### src/rtl/rf_port_arbiter.sv
// rtl/rf_port_arbiter.sv - two-client round-robin arbiter for a 1W/1R register file with clear-on-reset
module rf_port_arbiter #(
   parameter logic [7:0] INIT_VAL = 8'h00,
   parameter bit         DO_INIT  = 1'b1
) (
   input  logic       clk,
   input  logic       reset,
   input  logic       wr_req_0,
   input  logic [2:0] wr_addr_0,
   input  logic [7:0] wr_data_0,
   output logic       wr_gnt_0,
   input  logic       wr_req_1,
   input  logic [2:0] wr_addr_1,
   input  logic [7:0] wr_data_1,
   output logic       wr_gnt_1,
   input  logic       rd_req_0,
   input  logic [2:0] rd_addr_0,
   output logic       rd_gnt_0,
   output logic       rd_vld_0,
   output logic [7:0] rd_data_0,
   input  logic       rd_req_1,
   input  logic [2:0] rd_addr_1,
   output logic       rd_gnt_1,
   output logic       rd_vld_1,
   output logic [7:0] rd_data_1,
   output logic       rf_we,
   output logic [2:0] rf_write_addr,
   output logic [7:0] rf_data,
   output logic [2:0] rf_read_addr,
   input  logic [7:0] rf_q,
   output logic       init_busy
);

   typedef enum logic {ST_INIT, ST_RUN} state_t;

   state_t     state, state_nxt;
   logic [2:0] cnt;
   logic       wr_prio, rd_prio;
   logic       vld0_q, vld1_q;
   logic       fwd_q, rd_fwd;
   logic [7:0] fwd_data_q;
   logic [7:0] hold0_q, hold1_q;
   logic [7:0] rd_src;

   always_comb begin
      state_nxt     = state;
      wr_gnt_0      = 1'b0;
      wr_gnt_1      = 1'b0;
      rd_gnt_0      = 1'b0;
      rd_gnt_1      = 1'b0;
      rf_we         = 1'b0;
      rf_write_addr = 3'd0;
      rf_data       = 8'h00;
      rf_read_addr  = 3'd0;
      init_busy     = 1'b0;
      rd_fwd        = 1'b0;
      if (reset) begin
         init_busy = DO_INIT;
      end else begin
         case (state)
            ST_INIT: begin
               rf_we         = 1'b1;
               rf_write_addr = cnt;
               rf_data       = INIT_VAL;
               init_busy     = 1'b1;
               if (cnt == 3'd7)
                  state_nxt = ST_RUN;
            end
            default: begin
               // prio bit names the client that wins a tie
               wr_gnt_0 = wr_req_0 & (~wr_req_1 | ~wr_prio);
               wr_gnt_1 = wr_req_1 & (~wr_req_0 |  wr_prio);
               rd_gnt_0 = rd_req_0 & (~rd_req_1 | ~rd_prio);
               rd_gnt_1 = rd_req_1 & (~rd_req_0 |  rd_prio);
               rf_we    = wr_gnt_0 | wr_gnt_1;
               if (wr_gnt_1) begin
                  rf_write_addr = wr_addr_1;
                  rf_data       = wr_data_1;
               end else if (wr_gnt_0) begin
                  rf_write_addr = wr_addr_0;
                  rf_data       = wr_data_0;
               end
               if (rd_gnt_1)
                  rf_read_addr = rd_addr_1;
               else if (rd_gnt_0)
                  rf_read_addr = rd_addr_0;
               rd_fwd = rf_we & (rd_gnt_0 | rd_gnt_1) & (rf_write_addr == rf_read_addr);
            end
         endcase
      end
   end

   always_ff @(posedge clk) begin
      if (reset) begin
         state      <= DO_INIT ? ST_INIT : ST_RUN;
         cnt        <= 3'd0;
         wr_prio    <= 1'b0;
         rd_prio    <= 1'b0;
         vld0_q     <= 1'b0;
         vld1_q     <= 1'b0;
         fwd_q      <= 1'b0;
         fwd_data_q <= 8'h00;
         hold0_q    <= 8'h00;
         hold1_q    <= 8'h00;
      end else begin
         state <= state_nxt;
         if (state == ST_INIT)
            cnt <= cnt + 3'd1;
         if (wr_gnt_0)
            wr_prio <= 1'b1;
         else if (wr_gnt_1)
            wr_prio <= 1'b0;
         if (rd_gnt_0)
            rd_prio <= 1'b1;
         else if (rd_gnt_1)
            rd_prio <= 1'b0;
         vld0_q     <= rd_gnt_0;
         vld1_q     <= rd_gnt_1;
         fwd_q      <= rd_fwd;
         fwd_data_q <= rf_data;
         if (rd_vld_0)
            hold0_q <= rd_data_0;
         if (rd_vld_1)
            hold1_q <= rd_data_1;
      end
   end

   // rf_q is the RAM's registered output, so the response is muxed in without another flop
   assign rd_src    = fwd_q ? fwd_data_q : rf_q;
   assign rd_vld_0  = vld0_q & ~reset;
   assign rd_vld_1  = vld1_q & ~reset;
   assign rd_data_0 = rd_vld_0 ? rd_src : hold0_q;
   assign rd_data_1 = rd_vld_1 ? rd_src : hold1_q;

endmodule
### config.mk
export PLATFORM = sky130hd
export DESIGN_NAME = rf_port_arbiter
export DESIGN_NICKNAME = d
export VERILOG_FILES = /design/src/rtl/rf_port_arbiter.sv
export SDC_FILE = /design/constraint.sdc
export NUM_CORES = 1
export LEC_CHECK = 0
export CORE_MARGIN = 4
export CORE_UTILIZATION = 40
export DETAILED_ROUTE_END_ITERATION = 10
export PLACE_DENSITY = 0.76
export SYNTH_ARGS = -nofsm -noshare
export SYNTH_HDL_FRONTEND = slang
export SYNTH_SLANG_ARGS = --single-unit
### constraint.sdc
create_clock -name clk -period 1.6 [get_ports clk]
set_input_delay 0.16 -clock clk [delete_from_list [all_inputs] [get_ports clk]]
set_output_delay 0.16 -clock clk [all_outputs]
set_load 0.005 [all_outputs]
==> results.md <==
* Final nets at 344
* Vias in the first global route at 1825
* Fraction of layout instances using a drive strength above 1 at 0.362
* Outcome: finished, violations left
* Startpoint Class: flip-flop
* Sequential area share after synthesis at 0.410
* CTS sink count at 33
* Largest net degree at the start of global routing at 21
* Worst R2R Setup Slack at 60 ps
* Placed cells at 320
* Worst Skew at 5.13 ps
* CP max FO at 8
* Cts bufs inserted at 5
* Pwr dens at 577 nW/um^2
* Most common cell after layout, fill and taps aside: clkdlybuf4s50_1
* Syn nets at 219
* Core Util, Final at 0.804
* Slew margin rel. at 0.831
* Cell leakage power at 1.41 nW
* Fin. max-slew vios at 0
* Die Y at 71.5 um
* Worst path top cell family by delay: buffers and inverters
* Buffers & Inverters on Critical Path at 2
* Critical Path End Type: output port
* Crit path kind: flip-flop to output port
* Number of fill cells at 253
* DRC at 0
* 1st-pass router iterations at 4
* Max Clock Freq at 565 MHz
* Placed cell area at 2610 sq um
* Routed len/inst at 15.3 um
* Die Width at 71.5 um
* Initial Util at 0.428
* First-pass GRT wire length at 8.44 mm
* Crit path cell chain: buf_12 > mux2i_1 > o21ai_1 > clkdlybuf4s50_1
* RSZ-0062 raised after global routing: true
* Area of the core at 3770 sq um
* N_diodes at 0
* Die area at 5110 sq um
* Routability-driven placement congestion ratio at 0.761
* Mean post-synth cell area at 9.22 sq um
* Final Setup Violations at 11
* Commonest non-fill, non-tap cells in the layout: clkdlybuf4s50_1 (47), buf_4 (41), dfxtp_1 (30), nand2_1 (21), nor2b_1 (18)
* Pre-CTS setup slack at -501 ps
* Max cap viols at 0
* DRT Wirelength at 5.33 mm
* Yosys warning count at 0
* GRT Resource Usage Total at 0.208
* CP Data Arrival Time at 1610 ps
* Initial antenna violation count at 0
* Failing checks: setup timing
* Worst vdd ir at 371 uV
* Final ANT Viol Nets at 0
* TritonCTS clock tree: done
* Final instance area at 3030 sq um
* GRT Residual Overflow at 0
* PortBufs at 79
* Vias at 1729
* Slowest library cell on the worst path: clkdlybuf4s50_1
* Post-Syn Area at 1610 sq um
* Drt first-iter violations at 40
* Clock Latency Late Sink at 280 ps
* Final hold violation count at 0
* Deepest clock path buffer count at 2
* Yosys reg bits at 33
* Synth unique cells at 25
* Final min period at 1770 ps
* Hold slack at 450 ps
* Htree depth at 2
* CP max stage delay at 450 ps
* CTS root buf: clkbuf_8
* DP HPWL at 3.62 mm
* Ports at 80
* Via density at 4.95
* Total power at 1.75 mW
* Setup TNS Final at -1330 ps
* Row cnt at 22
* Worst endpoint required time at 1440 ps
* Worst Slack Setup Final at -171 ps
* Final period util at 1.11
* Layout area overhead at 88.1%
* Slew at the pin with the worst max-slew slack at 254 ps
* CTS clk-pin slew, worst paths at 60 ps
* Fin cells at 349
* Hold buffer count at cts at 0
* Hold WC Path Type: input pin to flip-flop
* Post-Syn Instances at 175
-- cells in the mapped netlist --
cell type,number,share of area
dfxtp_1,33,0.41
o21ai_0,11,0.034
o21ai_1,6,0.019
nand2b_1,2,0.0078
a22o_1,16,0.087
buf_4,5,0.023
a211oi_1,3,0.014
clkbuf_1,2,0.0047
buf_2,2,0.0062
a21boi_2,2,0.014
nor4_2,1,0.0078
a32oi_1,6,0.033
a21oi_1,3,0.0093
inv_1,2,0.0047
nor2_4,1,0.0070
nor2_1,15,0.035
ha_1,2,0.016
nand3b_1,2,0.0093
nand2b_4,3,0.026
nor2b_1,18,0.070
nand2_1,22,0.051
mux2i_1,10,0.062
buf_6,3,0.021
xor2_1,4,0.022
nor2b_4,1,0.0085
-- worst paths after layout --
kind,end,cells after the start,start
max,rd_data_0[6],4,fwd_q$_SDFF_PP0_
min reg2reg,rd_prio$_SDFFE_PP0P_,2,rd_prio$_SDFFE_PP0P_
max reg2reg,fwd_data_q[1]$_SDFF_PP0_,8,wr_prio$_SDFFE_PP0P_
min,rd_prio$_SDFFE_PP0P_,3,reset
-- flip-flops by register name, indices dropped and copies added, names as in the netlist --
name        cells
cnt             3
state           1
rd_prio         1
fwd_data_q      8
vld1_q          1
wr_prio         1
hold1_q         8
fwd_q           1
vld0_q          1
hold0_q         8
-- routing by layer --
metal	wire length, um	up-vias	track usage
li1	-	865	-
met1	2130	800	0.232
met2	2830	55	0.394
met3	298	9	0.0519
met4	74	0	0.0418
met5	0	-	0
-- where the power goes --
part | internal, mW | switching, mW | leakage, nW | total (mW)
sequential | 0.827 | 0.00728 | 0.268 | 0.834
combinational | 0.192 | 0.121 | 1.10 | 0.313
clock | 0.300 | 0.305 | 0.0439 | 0.604
total | 1.32 | 0.433 | 1.41 | 1.75
-- tightest hold or removal path, delay by kind of cell --
| kind | cells | cell delay (ps) |
|---|---|---|
| compound gates | 1 | 40 |
| buf+inv | 2 | 490 |
-- timing repair --
action                                  CTS  global route
gates resized for setup                  92            39
endpoints found under the setup margin   38            33
pin swaps                                12            14
buffers inserted                         20             2
gates cloned                              0             0
-- logic make-up (layout without fill, tap and decap cells) --
group                    count (synthesis)  after routing  share of synthesized area
multiplexers                            10             10                     0.0621
flip-flops                              33             33                      0.410
buffers and inverters                   14            140                     0.0597
XOR/XNOR                                 4              4                     0.0217
adder cells (fa/ha/maj)                  2              2                     0.0155
AO/OA/AOI/OAI                           47             47                      0.209
AND/OR/NAND/NOR                         65             65                      0.222
-- area by class of cell --
| cell class | instances | area (sq um) | area share |
|---|---|---|---|
| flip-flops and latches | 33 | 669 | 0.221 |
| inverters | 2 | 7.51 | 0.00248 |
| clock buffers | 5 | 68.8 | 0.0227 |
| multi-input cells | 128 | 1030 | 0.339 |
| repair buffers | 130 | 1180 | 0.390 |
| well taps | 48 | 60.1 | 0.0198 |
| clock inverters | 3 | 17.5 | 0.00578 |
No activity file was read; power rests on OpenSTA's default activity.
==> RTL edit 1: new RTL, same settings <==
`DO_INIT`: 1'b1 -> 1'b0.
--- a/src/rtl/rf_port_arbiter.sv
+++ b/src/rtl/rf_port_arbiter.sv
@@ -2,5 +2,5 @@
 module rf_port_arbiter #(
    parameter logic [7:0] INIT_VAL = 8'h00,
-   parameter bit         DO_INIT  = 1'b1
+   parameter bit         DO_INIT  = 1'b0
 ) (
    input  logic       clk,
Formal check against the unedited RTL: not equivalent (Yosys sat finds a counterexample within 4 cycles, from zero or initial values and one cycle with reset high).
==> RTL edit 1 against the unedited design <==
The flow still finishes with violations (setup timing). Final area grew 4.1%. Routed wire length grew 12%. Count of clock-buffer cells in the layout grew 1. Worst hold slack lost 0.021 ns. Die area grew 1.2%. Global-route usage grew 0.69 points. Setup slack gained 0.093 ns. Area after synthesis grew 1.3%. Sequential cell count is the same. Largest cell class unchanged. Highest routed layer unchanged.
Power is not compared: it rests on default switching activity, and its combinational part moved more than twofold at a synthesized area within 25%.
==> RTL edit 1: results (changes against the unedited design) <==
| Metric | Value |
|---|---|
| Result of the run | `complete, but fails checks` |
| Violated checks | `setup timing` |
| HPWL after detailed placement | `3.45 mm (-4.6%)` |
| Number of DRC markers in iteration 0 | `59 (+48%)` |
| First-pass GRT wire length | `8.71 mm (+3.3%)` |
| Net count of the finished layout | `348 (+1.2%)` |
| Highest-delay cell along the critical path | `sky130_fd_sc_hd__dfxtp_4` |
| Maximum single-stage delay on the critical path | `0.37 ns (-0.08 ns)` |
| Reg2Reg Capture Point | `fwd_q` |
| Setup slack, reg-to-reg | `-0.05 ns (-0.11 ns)` |
| Number of distinct library cells after synthesis | `27 (+8.0%)` |
| Least setup slack across all paths after layout | `-0.0776 ns (+0.0934 ns)` |
| Transition time of the tightest slew-check pin | `0.367 ns (+0.113 ns)` |
| GR met2 Demand/Resource | `38.8% (-0.61 points)` |
| Post-synth top cells | `33 x sky130_fd_sc_hd__dfxtp_1, 22 x sky130_fd_sc_hd__nand2_1, 18 x sky130_fd_sc_hd__nor2b_1, 16 x sky130_fd_sc_hd__a22o_1, 14 x sky130_fd_sc_hd__nor2_1` |
| Pin count of the biggest net entering global routing | `18 (-14%)` |
| Placement Cell Area | `0.00267 mm² (+2.3%)` |
| Share of cells above drive strength 1 | `42.3% (+6.1 points)` |
| Met1 usage | `25.6% (+2.4 points)` |
| Sequential-to-total area share from yosys stat | `40.4% (-0.53 points)` |
| Gp weighted congestion | `0.815 (+7.1%)` |
| Total track usage | `21.4% (+0.69 points)` |
| Reg2Reg Depth | `9 (+1)` |
| CP Data Arrival Time | `1.52 ns (-0.09 ns)` |
| Startpoint of the most critical hold path | `rd_req_0` |
| Avg Vias per Cell | `5.12 (+3.3%)` |
| Number of setup violations in the final report | `11 (unchanged)` |
| Filler Cell Count | `226 (-11%)` |
-- RTL edit 1: cell types whose count changed after synthesis, sizes merged --
| cell | before | now |
|---|---|---|
| buf | 10 | 9 |
| clkbuf | 2 | 3 |
| nor2 | 16 | 15 |
| or3 | 0 | 1 |
-- RTL edit 1: cell type report --
| type | count | area share, % |
|---|---|---|
| Clock inverter | 2 | 0.317 |
| Timing Repair Buffer | 133 | 37.6 |
| Clock buffer | 6 | 2.30 |
| Multi-Input combinational cell | 129 | 36.3 |
| Sequential cell | 33 | 21.3 |
| Tap cell | 48 | 1.90 |
| Inverter | 2 | 0.238 |
-- RTL edit 1: what timing repair did --
action | in CTS | in global routing
setup endpoints to repair | 37 | 34
buffers inserted | 21 | 3
pin swaps | 13 | 15
gates resized for setup | 128 | 42
gates cloned | 1 | 0
-- RTL edit 1: worst register-to-register path, delay by kind of cell, from the launching register on --
family	cells	cell delay (ns)
AND/OR/NAND/NOR	2	0.21
buffers and inverters	5	0.58
flip-flops	1	0.36
AO/OA/AOI/OAI	1	0.21
XOR/XNOR	1	0.17
-- RTL edit 1: logic make-up (layout without fill, tap and decap cells) --
group	count (synthesis)	in the layout	share of synthesized area [%]
buf+inv	14	143	6.13
simple gates	65	66	21.1
xor+xnor	4	4	2.14
flops	33	33	40.4
compound gates	47	47	22.5
mux	10	10	6.13
fa+ha+maj	2	2	1.53
-- RTL edit 1: metal layers --
metal	up-vias	wire, µm
met2	57	3150
met3	11	258
met5	-	0
met4	0	117
met1	859	2440
li1	879	-
-- RTL edit 1: where the power goes --
group	internal, mW	total [mW]	switching, mW
clock network	0.301	0.611	0.309
logic	0.382	0.636	0.254
registers	0.856	0.884	0.0278
-- RTL edit 1: how the worst max path moves through the flow --
stage / to / cells after the start / slack (ns)
floorplan: rf_data[0] / 7 / 0.30
global placement: rf_data[2] / 5 / -0.48
detailed placement: rf_data[3] / 5 / -0.49
CTS: rd_data_1[4] / 4 / -0.16
global route: rf_data[1] / 7 / -0.13
finish: rf_data[1] / 7 / -0.08
-- RTL edit 1: through the flow --
stage          utilization, %  power [mW]  setup slack, ns  setup TNS [ns]  std cells
6_report                 83.1        2.13          -0.0776          -0.319        353
5_1_grt                  83.1        2.20           -0.131          -0.970        353
4_1_cts                  80.5        2.07           -0.162          -0.372        354
3_5_place_dp             70.4        1.39           -0.494          -13.79        324
3_3_place_gp             70.4        1.39           -0.475          -13.56        324
2_1_floorplan               -        1.08            0.304               0        175
==> RTL edit 2: new RTL, same settings <==
Made on the original files. Reset style: asynchronous (`reset`), changed in one clocked block.
--- a/src/rtl/rf_port_arbiter.sv
+++ b/src/rtl/rf_port_arbiter.sv
@@ -91,5 +91,5 @@
    end
 
-   always_ff @(posedge clk) begin
+   always_ff @(posedge clk or posedge reset) begin
       if (reset) begin
          state      <= DO_INIT ? ST_INIT : ST_RUN;
Check against the original RTL: same outputs for any inputs over 10 cycles, from zero or initial values and one cycle with reset high; that may be too few to reach the edited logic, so the function may still have changed.
==> RTL edit 2 against the unedited design <==
The run still ends with setup timing left. Setup slack improved by 0.044 ns. Routed wire length is 12% higher. Sequential cell count unchanged. Area after synthesis is 1.9% lower. Die area shrank 1.7%. Final area up 3.3%.
Power is not compared: it rests on default switching activity, and its combinational part moved more than twofold at a synthesized area within 25%.
==> RTL edit 2: results (changes against the unedited design) <==
| Metric | Value |
|---|---|
| Gate Count Post-Synth | `153 (-13%)` |
| Total setup buffers inserted after CTS | `19 (-5.0%)` |
| Met1 usage | `25.6% (+2.4 points)` |
| Ys Warns | `0 (unchanged)` |
| Filler Cell Count | `204 (-19%)` |
| GR met2 Demand/Resource | `37.4% (-2.0 points)` |
| Pin count of the biggest net entering global routing | `28 (+33%)` |
| Synthesized net count | `197 (-10%)` |
| CP Data Arrival Time | `1.57 ns (-0.04 ns)` |
| Violated checks | `setup timing` |
| Setup TNS Final | `-1.69 ns (-0.362 ns)` |
| Synth top area cells | `sky130_fd_sc_hd__dfrtp_1 52%, sky130_fd_sc_hd__o21ai_0 9.8%, sky130_fd_sc_hd__mux2i_1 5.1%` |
| WHS | `0.152 ns (-0.298 ns)` |
| Top flip-flop cell by instance count after synthesis | `sky130_fd_sc_hd__dfrtp_1` |
| CP Launch Point | `wr_prio` |
| Sequential-to-total area share from yosys stat | `52.2% (+11 points)` |
| Least setup slack across all paths after layout | `-0.126 ns (+0.0445 ns)` |
| Max-Slew Margin vs Limit | `77.1% (-6.0 points)` |
| Via count of the first global-routing pass | `1,812 (-0.71%)` |
| Share of cells above drive strength 1 | `47.4% (+11 points)` |
| HPWL after detailed placement | `3.71 mm (+2.5%)` |
| Worst Setup Slack post-DPL | `-0.436 ns (+0.0649 ns)` |
| Wire length on met1 | `2.32 mm (+9.0%)` |
| First-pass GRT wire length | `8.55 mm (+1.3%)` |
| Type of the most critical hold path | `in -> async` |
| Total track usage | `21.8% (+1.0 points)` |
| Placement Cell Area | `0.00267 mm² (+2.3%)` |
| Post-synth top cells | `33 x sky130_fd_sc_hd__dfrtp_1, 31 x sky130_fd_sc_hd__o21ai_0, 18 x sky130_fd_sc_hd__nand2_1` |
| Ys async rst share | `100% (+100 points)` |
| Number of setup violations in the final report | `23 (+12)` |
| Latest clock arrival within the worst-skew pair | `0.28 ns (about the same)` |
| Highest fanout seen on the critical path | `3 (-5)` |
| Routed WL | `5.95 mm (+12%)` |
| Met3 layer usage reported by global route | `6.96% (+1.8 points)` |
| Final clock skew | `0.00456 ns (-0.000570 ns)` |
| Highest-delay cell along the critical path | `sky130_fd_sc_hd__dfrtp_1` |
| Maximum single-stage delay on the critical path | `0.41 ns (-0.04 ns)` |
| Gp weighted congestion | `0.871 (+14%)` |
| Met3 wire length | `442 µm (+48%)` |
| Avg Vias per Cell | `5.30 (+6.9%)` |
| Post-cts sizing count | `163 (+77%)` |
| Number of distinct library cells after synthesis | `29 (+16%)` |
| Length of routed met2 wiring | `3.08 mm (+8.9%)` |
| Number of DRC markers in iteration 0 | `151 (+280%)` |
| Result of the run | `complete, but fails checks` |
| Reg2Reg Depth | `7 (-1)` |
RTL edit 2: cell families (layout without fill, tap and decap cells):
logic type | Yosys count | after routing | share of synthesized area (%)
flops | 33 | 33 | 52.2
fa+ha+maj | 2 | 2 | 1.58
simple gates | 34 | 34 | 10.3
mux | 10 | 10 | 6.49
xor+xnor | 4 | 4 | 2.22
compound gates | 57 | 57 | 23.5
buf+inv | 13 | 151 | 3.72
RTL edit 2: worst paths after layout:
path,end
max,rf_write_addr[0]
min,hold1_q[5]
max reg2reg,fwd_q
min reg2reg,hold1_q[6]
max in group asynchronous,fwd_q
min in group clk,hold1_q[6]
RTL edit 2: layout make-up:
cell class | count | area (µm²) | share of cell area, %
clock buffers | 8 | 80.1 | 2.56
flip-flops and latches | 33 | 831 | 26.5
repair buffers | 138 | 1190 | 38.1
multi-input cells | 107 | 948 | 30.3
inverters | 5 | 18.8 | 0.599
well taps | 48 | 60.1 | 1.92
